<file path="src/rtl/bar_ctrl.sv">
// Frame-synchronous border / warning-bar controller: picks bar visibility and
// border/bar colours once per frame for warning blink, line-clear flash and game over.
module bar_ctrl #(
   parameter int unsigned BAR_Y        = 181,
   parameter int unsigned BLINK_FRAMES = 15,
   parameter int unsigned FLASH_FRAMES = 8
) (
   input  logic        clk,
   input  logic        reset,
   input  logic        frame_tick,
   input  logic [10:0] stack_top_y,
   input  logic        game_over,
   input  logic        clear_req,
   output logic        clear_ack,
   output logic        bar_on,
   output logic [11:0] bar_color,
   output logic [11:0] border_color
);

   localparam int unsigned BW = $clog2(BLINK_FRAMES + 1);
   localparam int unsigned FW = $clog2(FLASH_FRAMES + 1);
   localparam logic [BW-1:0] BLINK_LAST = BW'(BLINK_FRAMES - 1);
   localparam logic [FW-1:0] FLASH_LAST = FW'(FLASH_FRAMES - 1);
   localparam logic [10:0]   BAR_Y_W    = 11'(BAR_Y);

   localparam logic [11:0] RED    = 12'hF00;
   localparam logic [11:0] WHITE  = 12'hFFF;
   localparam logic [11:0] YELLOW = 12'hFF0;

   typedef enum logic [1:0] {IDLE, WARN, CLEAR, OVER} state_e;

   state_e          state_q, state_d;
   logic [BW-1:0]   blinkCnt_q, blinkCnt_d;
   logic [FW-1:0]   flashCnt_q, flashCnt_d;
   logic            barOn_q, barOn_d;
   logic [11:0]     barColor_q, barColor_d;
   logic [11:0]     border_q, border_d;
   logic            ack_q, ack_d;
   logic            danger;

   assign danger = (stack_top_y <= BAR_Y_W);

   always_ff @(posedge clk) begin
      if (reset) begin
         state_q    <= IDLE;
         blinkCnt_q <= '0;
         flashCnt_q <= '0;
         barOn_q    <= 1'b0;
         barColor_q <= RED;
         border_q   <= WHITE;
         ack_q      <= 1'b0;
      end else begin
         state_q    <= state_d;
         blinkCnt_q <= blinkCnt_d;
         flashCnt_q <= flashCnt_d;
         barOn_q    <= barOn_d;
         barColor_q <= barColor_d;
         border_q   <= border_d;
         ack_q      <= ack_d;
      end
   end

   // Game over beats a pending flash, which beats the danger warning.
   always_comb begin
      state_d = state_q;
      if (frame_tick) begin
         unique case (state_q)
            IDLE, WARN: begin
               if (game_over)      state_d = OVER;
               else if (clear_req) state_d = CLEAR;
               else if (danger)    state_d = WARN;
               else                state_d = IDLE;
            end
            CLEAR: begin
               if (game_over)                    state_d = OVER;
               else if (flashCnt_q == FLASH_LAST) state_d = IDLE;
               else                              state_d = CLEAR;
            end
            OVER: begin
               if (!game_over) state_d = IDLE;
            end
            default: state_d = IDLE;
         endcase
      end
   end

   // Outputs are decided by the destination state; any exit from CLEAR releases the requester.
   always_comb begin
      blinkCnt_d = blinkCnt_q;
      flashCnt_d = flashCnt_q;
      barOn_d    = barOn_q;
      barColor_d = barColor_q;
      border_d   = border_q;
      ack_d      = 1'b0;
      if (frame_tick) begin
         ack_d      = (state_q == CLEAR) && (state_d != CLEAR);
         barColor_d = RED;
         unique case (state_d)
            IDLE: begin
               barOn_d    = 1'b0;
               border_d   = WHITE;
               blinkCnt_d = '0;
               flashCnt_d = '0;
            end
            WARN: begin
               border_d = WHITE;
               if (state_q != WARN) begin
                  barOn_d    = 1'b1;
                  blinkCnt_d = '0;
               end else if (blinkCnt_q == BLINK_LAST) begin
                  barOn_d    = ~barOn_q;
                  blinkCnt_d = '0;
               end else begin
                  blinkCnt_d = blinkCnt_q + 1'b1;
               end
            end
            CLEAR: begin
               barOn_d = 1'b0;
               if (state_q != CLEAR) begin
                  flashCnt_d = '0;
                  border_d   = YELLOW;
               end else begin
                  flashCnt_d = flashCnt_q + 1'b1;
                  border_d   = (border_q == YELLOW) ? WHITE : YELLOW;
               end
            end
            OVER: begin
               barOn_d  = 1'b1;
               border_d = RED;
            end
            default: ;
         endcase
      end
   end

   assign clear_ack    = ack_q;
   assign bar_on       = barOn_q;
   assign bar_color    = barColor_q;
   assign border_color = border_q;

endmodule

</file>
<file path="config.mk">
export PLATFORM = sky130hd
export DESIGN_NAME = bar_ctrl
export DESIGN_NICKNAME = d
export VERILOG_FILES = /design/src/rtl/bar_ctrl.sv
export SDC_FILE = /design/constraint.sdc
export NUM_CORES = 1
export LEC_CHECK = 0
export ABC_CLOCK_PERIOD_IN_PS = 2100
export CAP_MARGIN = 20
export CORE_MARGIN = 1
export CORE_UTILIZATION = 41
export CTS_BUF_LIST = sky130_fd_sc_hd__clkbuf_16
export DETAILED_ROUTE_END_ITERATION = 7
export HOLD_SLACK_MARGIN = 0.15
export PLACE_DENSITY = 0.79
export SLEW_MARGIN = 20
export SYNTH_ARGS = -nofsm -noshare
export SYNTH_HDL_FRONTEND = slang
export SYNTH_SLANG_ARGS = --single-unit
</file>
<file path="constraint.sdc">
create_clock -name clk -period 2.1 [get_ports clk]
set_clock_uncertainty 0.05 [all_clocks]
set_input_delay 0.21 -clock clk [delete_from_list [all_inputs] [get_ports clk]]
set_output_delay 0.21 -clock clk [all_outputs]
set_load 0.01 [all_outputs]
</file>
# Yosys cells after proc, flatten, opt, wreduce, memory -nomap -nowiden
# Cells that the tools add are included.
# totals
rom_bits	0
mem_count	0
register_bits	24
ramBits	0
output_inout_bits	26
word_cells	55
latchBits	0
# classes
n_eq_ne	13
n_div	0
n_reduce_logical	12
n_addsub	2
n_lt_le_gt_ge	1
shifts	0
multipliers	0
n_mux	19
bitwise_logic	2
# op_table
operator	count
12-bit case mux with 3 select lines	1
4-bit 2-to-1 mux	5
4-bit case mux with 2 select lines	2
12-bit == test, second input constant	1
2-bit 2-to-1 mux	6
11-bit by 8-bit less-or-equal comparator with 1-bit output, second input constant	1
4-bit by 1-bit adder with 4-bit output, second input constant	2
2-bit == test, second input constant	4
2-bit OR reduction	4
2-bit case mux with 3 select lines	1
2-bit AND reduction	3
2-bit by 1-bit == test with 1-bit output, second input constant	2
4-bit by 3-bit == test with 1-bit output, second input constant	1
4-bit == test, second input constant	1
2-bit zero test	2
2-bit inequality test, second input constant	2
2-bit nonzero test	2
1-bit 2-to-1 mux	3
3-bit inequality test, second input constant	1
1-bit case mux with 3 select lines	1
2-bit by 1-bit inequality test with 1-bit output, second input constant	1
1-bit inverter	2
1-bit logical AND	1

# Depth between registers and ports, before layout
# Gate-level depths: netlist of the first run.
# logic_depth
word_depth	9
ltp_mapped	6

# Worst setup path after synthesis of the first run
# No wires, ideal clock.
# synth_path
path_type	register -> register
startpoint	reg blinkCnt_q[0]
endpoint	reg blinkCnt_q[2]
synth_period_minus_slack_ns	1.656
arrival_time_ns	1.531
path_slack_ns	0.444
n_path_buf	0
stages_incl_launch_ff	7
cell_sequence	dfxtp_1 > inv_1 > ha_1 > nand3_1 > nand4b_1 > or4_1 > a31oi_1
# synth_between
elab_chain_len	4
elab_cells_between_ends	5
# synth_rtl
item	line	source
from (decl)	33	logic [BW-1:0] blinkCnt_q, blinkCnt_d;
from (signal assigned)	54	blinkCnt_q <= blinkCnt_d;
4-bit by 1-bit adder with 4-bit output / 4-bit == test (equally long branches)	114, 110	
4-bit 2-to-1 mux *	110	end else if (blinkCnt_q == BLINK_LAST) begin
4-bit 2-to-1 mux *	107	if (state_q != WARN) begin
4-bit case mux with 2 select lines *	98	unique case (state_d)
# Every way passes the cells marked *; elsewhere a longest branch is shown, timed or not.
# A chain may end at the register's enable or synchronous reset.

# Final worst setup path of the first run
# layout_path
startpoint	reg flashCnt_q[0]
endpoint	reg blinkCnt_q[2]
# layout_between
elab_chain_len	8
elab_cells_between_ends	10
# layout_rtl
item	line	source
from (decl)	34	logic [FW-1:0] flashCnt_q, flashCnt_d;
from (signal assigned)	55	flashCnt_q <= flashCnt_d;
4-bit by 3-bit == test with 1-bit output *	76	else if (flashCnt_q == FLASH_LAST) state_d = IDLE;
2-bit 2-to-1 mux *	76	
2-bit 2-to-1 mux *	75	if (game_over) state_d = OVER;
2-bit case mux with 3 select lines *	67	unique case (state_q)
2-bit 2-to-1 mux *	66	if (frame_tick) begin
2-bit by 1-bit == test with 1-bit output / 2-bit zero test (equally long branches)	98	
2-bit nonzero test (no source line)	-	
2-bit AND reduction (no source line)	-	
# Marks and branches as above.

==> results of run 1 <==
-- power by group --
group | switching [mW] | internal [mW] | leakage [nW]
sequential | 0.0112 | 0.276 | 0.114
combinational | 0.0656 | 0.0666 | 0.317
clock | 0.109 | 0.252 | 0.0385
total | 0.186 | 0.594 | 0.470
-- logic make-up (layout without fill, tap and decap cells) --
group / Yosys count / in the layout / synth area share (%)
simple gates: 39 / 39 / 25.59
fa+ha+maj: 3 / 3 / 3.958
other cells: 2 / 16 / 0.7919
buf+inv: 28 / 36 / 20.18
flops: 14 / 14 / 29.55
compound gates: 26 / 26 / 19.92
-- critical path: cells and delay by family, from the launching register on --
family | cells | cell delay (ps)
AOI/OAI and AO/OA | 2 | 370
adders and majority gates | 1 | 240
DFF | 1 | 390
and+or+nand+nor | 2 | 730
-- metal layers --
layer	vias to the layer above	GRT usage [%]	part of all wire (%)
li1	410	-	-
met1	402	18.66	41
met2	47	33.56	51
met3	7	1.543	5.1
met4	0	12.38	3.1
met5	-	0	0
-- cell type report --
class	instances	area (um2)
Fill cell	209	982.2
Multi-Input combinational cell	84	529.3
Sequential cell	14	280.3
Timing Repair Buffer	28	270.3
Clock buffer	3	75.07
Tap cell	28	35.03
Inverter	4	15.01
Clock inverter	1	3.754
-- path summary, 6_finish.rpt --
kind / start / end / slack, ps / cells past startpoint
max: flashCnt_q[0] / blinkCnt_q[2] / 240 / 5
min: blinkCnt_q[1] / blinkCnt_q[1] / 450 / 2
max reg2reg: flashCnt_q[0] / blinkCnt_q[2] / 240 / 5
min reg2reg: blinkCnt_q[1] / blinkCnt_q[1] / 450 / 2
-- sequential cells by signal (all words and copies together) (netlist names) --
signal and count:
bar_on 1, blinkCnt_q 4, flashCnt_q 4, state_q 2, border_color 2, clear_ack 1
-- stage by stage --
stage / instance area [um2] / util [%]
2_1_floorplan: 1001 / -
3_3_place_gp: 1130 / 51.57
3_5_place_dp: 1130 / 51.57
4_1_cts: 1209 / 55.17
5_1_grt: 1209 / 55.17
6_report: 1209 / 55.17
-- cell usage in the layout, fill, tap and decap left out, types with 2 or more instances in the layout --
cell type        instances
nand3b_1                 2
a31oi_1                  2
a21oi_1                 10
ha_1                     3
nand3_1                  3
nor4_1                   2
nor2b_1                  2
buf_4                    4
or4_1                    3
nor3_1                   3
o21ai_1                  2
o21ai_0                  2
dfxtp_1                 14
nand2b_1                 3
o31ai_1                  2
conb_1                  16
nand4b_1                 2
nor2_1                   5
inv_1                    4
clkdlybuf4s50_1         24
clkbuf_16                3
nand2_1                  7
==> results.py, run 1 <==
metrics = {
    "run_status": {
        "status": "complete, no violations",
    },
    "global_routing": {
        "grt_pass1_vias": 817,
        "grt_pass1_wl_um": 3394,
        "grt_max_degree": 14,
        "grt.total_usage_pct": 18.05,
        "antenna_found_initial": 0,
        "gr-total-overflow": 0,
    },
    "synth": {
        "synthTopCellsByCount": "buf_4, dfxtp_1, a21oi_1, nand2_1, nor2_1",
        "yosys_warnings": 0,
        "netlist_top_cells_area": "dfxtp_1, buf_4, a21oi_1",
        "post-synth-top-count-cell": "buf_4",
        "avgSynthCellArea_um2": 8.468,
        "synth_flop_cell": "dfxtp_1",
        "synth_edf_count": 0,
        "postSynthCellCount": 112,
        "ys_seq_area_share_pct": 29.55,
        "ys_seq_elements": 14,
        "yosysTopAreaCell": "dfxtp_1",
        "yosysTopAreaCellShare_pct": 29.55,
        "synth_area_um2": 948.4,
        "async_flop_share_pct": 0,
        "synthDistinctLibCells": 36,
    },
    "place": {
        "dp_hpwl_um": 1496,
        "place_inst": 158,
        "post-place-ws_ps": 106.4,
        "place.gp.congestion": 0.8174,
        "portBuffers": 24,
    },
    "detailed_routing": {
        "routed_wl_um": 1950,
        "viasPerCell": 5.346,
        "via_count": 866,
        "first_iter_violations": 10,
        "ant_nets": 0,
        "drc": 0,
        "route.detailed.wl_per_inst_um": 12.04,
        "drtPass1Iterations": 4,
    },
    "worst_setup_path": {
        "arrival_ps": 1980,
        "path_cells": "ha_1 > and3b_1 > o221ai_2 > or4_1 > a31oi_1",
        "path_max_fanout": 10,
        "end_kind": "flip-flop",
        "critPathRequiredTime_ps": 2220,
        "cp_slowest_cell": "or4_1",
        "critPathMaxStageDelay_ps": 500,
        "critical_path_class": "flip-flop to flip-flop",
        "crit_path_start_kind": "flip-flop",
    },
    "hold_path": {
        "min_path_type": "flip-flop to flip-flop",
    },
    "floorplan": {
        "io_pins": 42,
        "rows": 17,
        "start_util_pct": 43.29,
        "die_h_um": 50.10,
        "die_x_um": 50.10,
        "die_area_um2": 2510,
        "core_um2": 2191,
    },
    "clock_tree": {
        "postCtsHoldBufs": 0,
        "cts-resized-gates": 0,
        "htree_levels": 1,
        "post_cts_buffers": 0,
        "path_clk_slew_ps": 50,
        "cts_root_buf": "clkbuf_16",
        "cts.sinks": 14,
        "cts_buffers": 3,
        "cts_buffer_depth": 2,
        "clkLatencyLatePin_ps": 240,
        "cts_tree": "done",
    },
    "finish": {
        "fin_cells": 162,
        "antenna_cells": 0,
        "syn2layout_area_growth_pct": 27.44,
        "nets": 154,
        "drive_gt1_share_pct": 8.209,
    },
    "sta": {
        "report.final.slew_viol_count": 0,
        "fin_crit_ps": 1861,
        "max_freq_ghz": 0.5372,
        "hold_viol_final": 0,
        "layout_setup_ws_ps": 238.5,
        "rsz0062_at_grt": "no",
        "tns_ps": 0,
        "holdWs_ps": 448.5,
        "fin_crit_sh_pct": 88.64,
        "finalSetupViolCount": 0,
    },
    "power_and_ir_drop": {
        "finalPower_mw": 0.7794,
        "ir_drop_v": 0.0003553,
        "p_leak_nw": 0.4697,
        "power_density_nw_per_um2": 644.9,
    },
    "flow_run": {
        "cap_violations": 0,
    },
}
No activity file was read; power rests on OpenSTA's default activity.
==> run 2, diff against run 1 <==
--- a/config.mk
+++ b/config.mk
@@ -7,12 +7,14 @@
 export LEC_CHECK = 0
 export ABC_CLOCK_PERIOD_IN_PS = 2100
 export CAP_MARGIN = 20
+export CELL_PAD_IN_SITES_DETAIL_PLACEMENT = 1
+export CELL_PAD_IN_SITES_GLOBAL_PLACEMENT = 2
 export CORE_MARGIN = 1
-export CORE_UTILIZATION = 41
+export CORE_UTILIZATION = 22
 export CTS_BUF_LIST = sky130_fd_sc_hd__clkbuf_16
 export DETAILED_ROUTE_END_ITERATION = 7
 export HOLD_SLACK_MARGIN = 0.15
-export PLACE_DENSITY = 0.79
+export PLACE_DENSITY_LB_ADDON = 0.1
 export SLEW_MARGIN = 20
 export SYNTH_ARGS = -nofsm -noshare
 export SYNTH_HDL_FRONTEND = slang
==> run 2 against run 1 <==
Non-clock buffer count grew 2. Sequential power is essentially flat. Final cell count grew 15%. Critical path depth grew 1. Worst setup slack gained 34 ps. Hold slack gained 7.1 ps. Total power grew 0.73%. Combinational power grew 5%. Global-route usage shrank 6.2 points.
==> results.py, run 2 (same netlist as run 1, synthesis figures left out) <==
metrics = {
    "run_status": {
        "status": "complete, no violations",
    },
    "floorplan": {
        "die_x_um": 67.66,
        "die_area_um2": 4577,
        "start_util_pct": 23.37,
        "io_pins": 42,
        "core_um2": 4058,
        "die_h_um": 67.66,
        "rows": 23,
    },
    "sta": {
        "fin_crit_ps": 1828,
        "hold_viol_final": 0,
        "rsz0062_at_grt": "no",
        "tns_ps": 0,
        "report.final.slew_viol_count": 0,
        "tightest_slew_ps": 541.4,
        "maxSlewHeadroom_pct": 63.79,
        "fin_crit_sh_pct": 87.03,
        "finalSetupViolCount": 0,
        "max_freq_ghz": 0.5472,
    },
    "worst_setup_path": {
        "path_max_fanout": 5,
        "reg2reg_to": "blinkCnt_q[2]",
        "path_buf_inv": 1,
        "r2r_slack_ps": 270,
        "crit_family": "simple AND/OR/NAND/NOR gates",
        "critPathLaunch": "blinkCnt_q[0]",
        "critPathRequiredTime_ps": 2210,
        "cp_slowest_cell": "or4_1",
        "arrival_ps": 1940,
        "critical_path_class": "flip-flop to flip-flop",
        "path_cells": "inv_1 > ha_1 > nand3_1 > nand4b_1 > or4_1 > a31oi_1",
        "timing.rr.start": "blinkCnt_q[0]",
        "critPathMaxStageDelay_ps": 550,
        "crit_path_start_kind": "flip-flop",
        "r2r_cells": 6,
        "end_kind": "flip-flop",
    },
    "clock_tree": {
        "postCtsHoldBufs": 0,
        "cts-resized-gates": 0,
        "post_cts_buffers": 0,
        "cts_root_buf": "clkbuf_16",
        "cts_buffers": 3,
        "htree_levels": 1,
        "cts.sinks": 14,
        "cts_buffer_depth": 2,
        "cts_tree": "done",
        "path_clk_slew_ps": 50,
        "clkLatencyLatePin_ps": 240,
    },
    "detailed_routing": {
        "viasPerCell": 4.570,
        "routed_wl_um": 2446,
        "route.detailed.wl_per_inst_um": 13.15,
        "drtPass1Iterations": 4,
        "first_iter_violations": 12,
        "via_count": 850,
        "drc": 0,
        "ant_nets": 0,
    },
    "finish": {
        "fin_cells": 186,
        "syn2layout_area_growth_pct": 31.93,
        "antenna_cells": 0,
        "fillers": 482,
        "layout_commonest_cell": "clkdlybuf4s50_1",
        "reg_top3": "blinkCnt_q (4), flashCnt_q (4)",
        "nets": 156,
        "layout_common_cells": "clkdlybuf4s50_1, conb_1, dfxtp_1",
        "final_area_um2": 1251,
        "drive_gt1_share_pct": 9.559,
    },
    "power_and_ir_drop": {
        "p_leak_nw": 0.4793,
        "power_density_nw_per_um2": 627.5,
        "ir_drop_v": 0.0002480,
    },
    "global_routing": {
        "grt.total_usage_pct": 11.82,
        "grt_max_degree": 14,
        "grt_pass1_wl_um": 3953,
        "antenna_found_initial": 0,
        "gr-total-overflow": 0,
        "grt_pass1_vias": 823,
    },
    "hold_path": {
        "hold_end": "flashCnt_q[3]",
        "worstHoldPathCells": 2,
        "min_path_type": "flip-flop to flip-flop",
        "min_from": "flashCnt_q[3]",
    },
    "place": {
        "place.gp.congestion": 0.6697,
        "dp_hpwl_um": 1920,
        "portBuffers": 24,
        "place_inst": 182,
        "dpl_cell_area_um2": 1172,
    },
    "flow_run": {
        "cap_violations": 0,
    },
}
## run 2: cell count changes in the layout (fill, tap and decap cells not counted), sizes merged
cell	change
buf	+2
## run 2: metrics by stage
stage	hold WS [ps]	worst slack, ps	util, %	total power, mW
after floorplan	289.9	444.2	-	0.3859
after detailed placement	441.4	19.00	28.89	0.4313
final	455.6	272.4	30.84	0.7851
after CTS	450.3	267.0	30.84	0.7992
after global routing	486.7	152.8	30.84	0.8273
after global placement	422.0	46.26	28.89	0.4295
## run 2: worst max path at each step
| stage | to | slack (ps) | cells after the start |
|---|---|---|---|
| floorplan | blinkCnt_q[2] | 440 | 6 |
| global placement | blinkCnt_q[2] | 50 | 5 |
| global route | border_color[6] | 150 | 6 |
| finish | blinkCnt_q[2] | 270 | 6 |
| detailed placement | blinkCnt_q[2] | 20 | 5 |
| CTS | blinkCnt_q[2] | 270 | 6 |
## run 2: per-layer routing
metal	vias to the layer above	global-route usage (%)	routed length, um
li1	412	-	-
met1	399	14.76	1141
met2	39	19.68	1181
met5	-	0	0
met3	0	2.196	122
met4	0	4.787	0
## run 2: where the power goes
group          internal [mW]  switching [mW]
Sequential             0.275          0.0112
Combinational         0.0698          0.0690
Clock                  0.252           0.108
## run 2: worst min-delay path: cells and delay by family, from the launching register on
kind,cells,cell delay (ps)
compound gates,2,130
flops,1,320
## run 2: area by class of cell
| type | count | area, um2 | share of cell area (%) |
|---|---|---|---|
| well taps | 50 | 62.56 | 5.000 |
| multi-input cells | 84 | 529.3 | 42.30 |
| repair buffers | 30 | 285.3 | 22.80 |
| clock inverters | 1 | 3.754 | 0.3000 |
| clock buffers | 3 | 75.07 | 6.000 |
| inverters | 4 | 15.01 | 1.200 |
| flip-flops and latches | 14 | 280.3 | 22.40 |
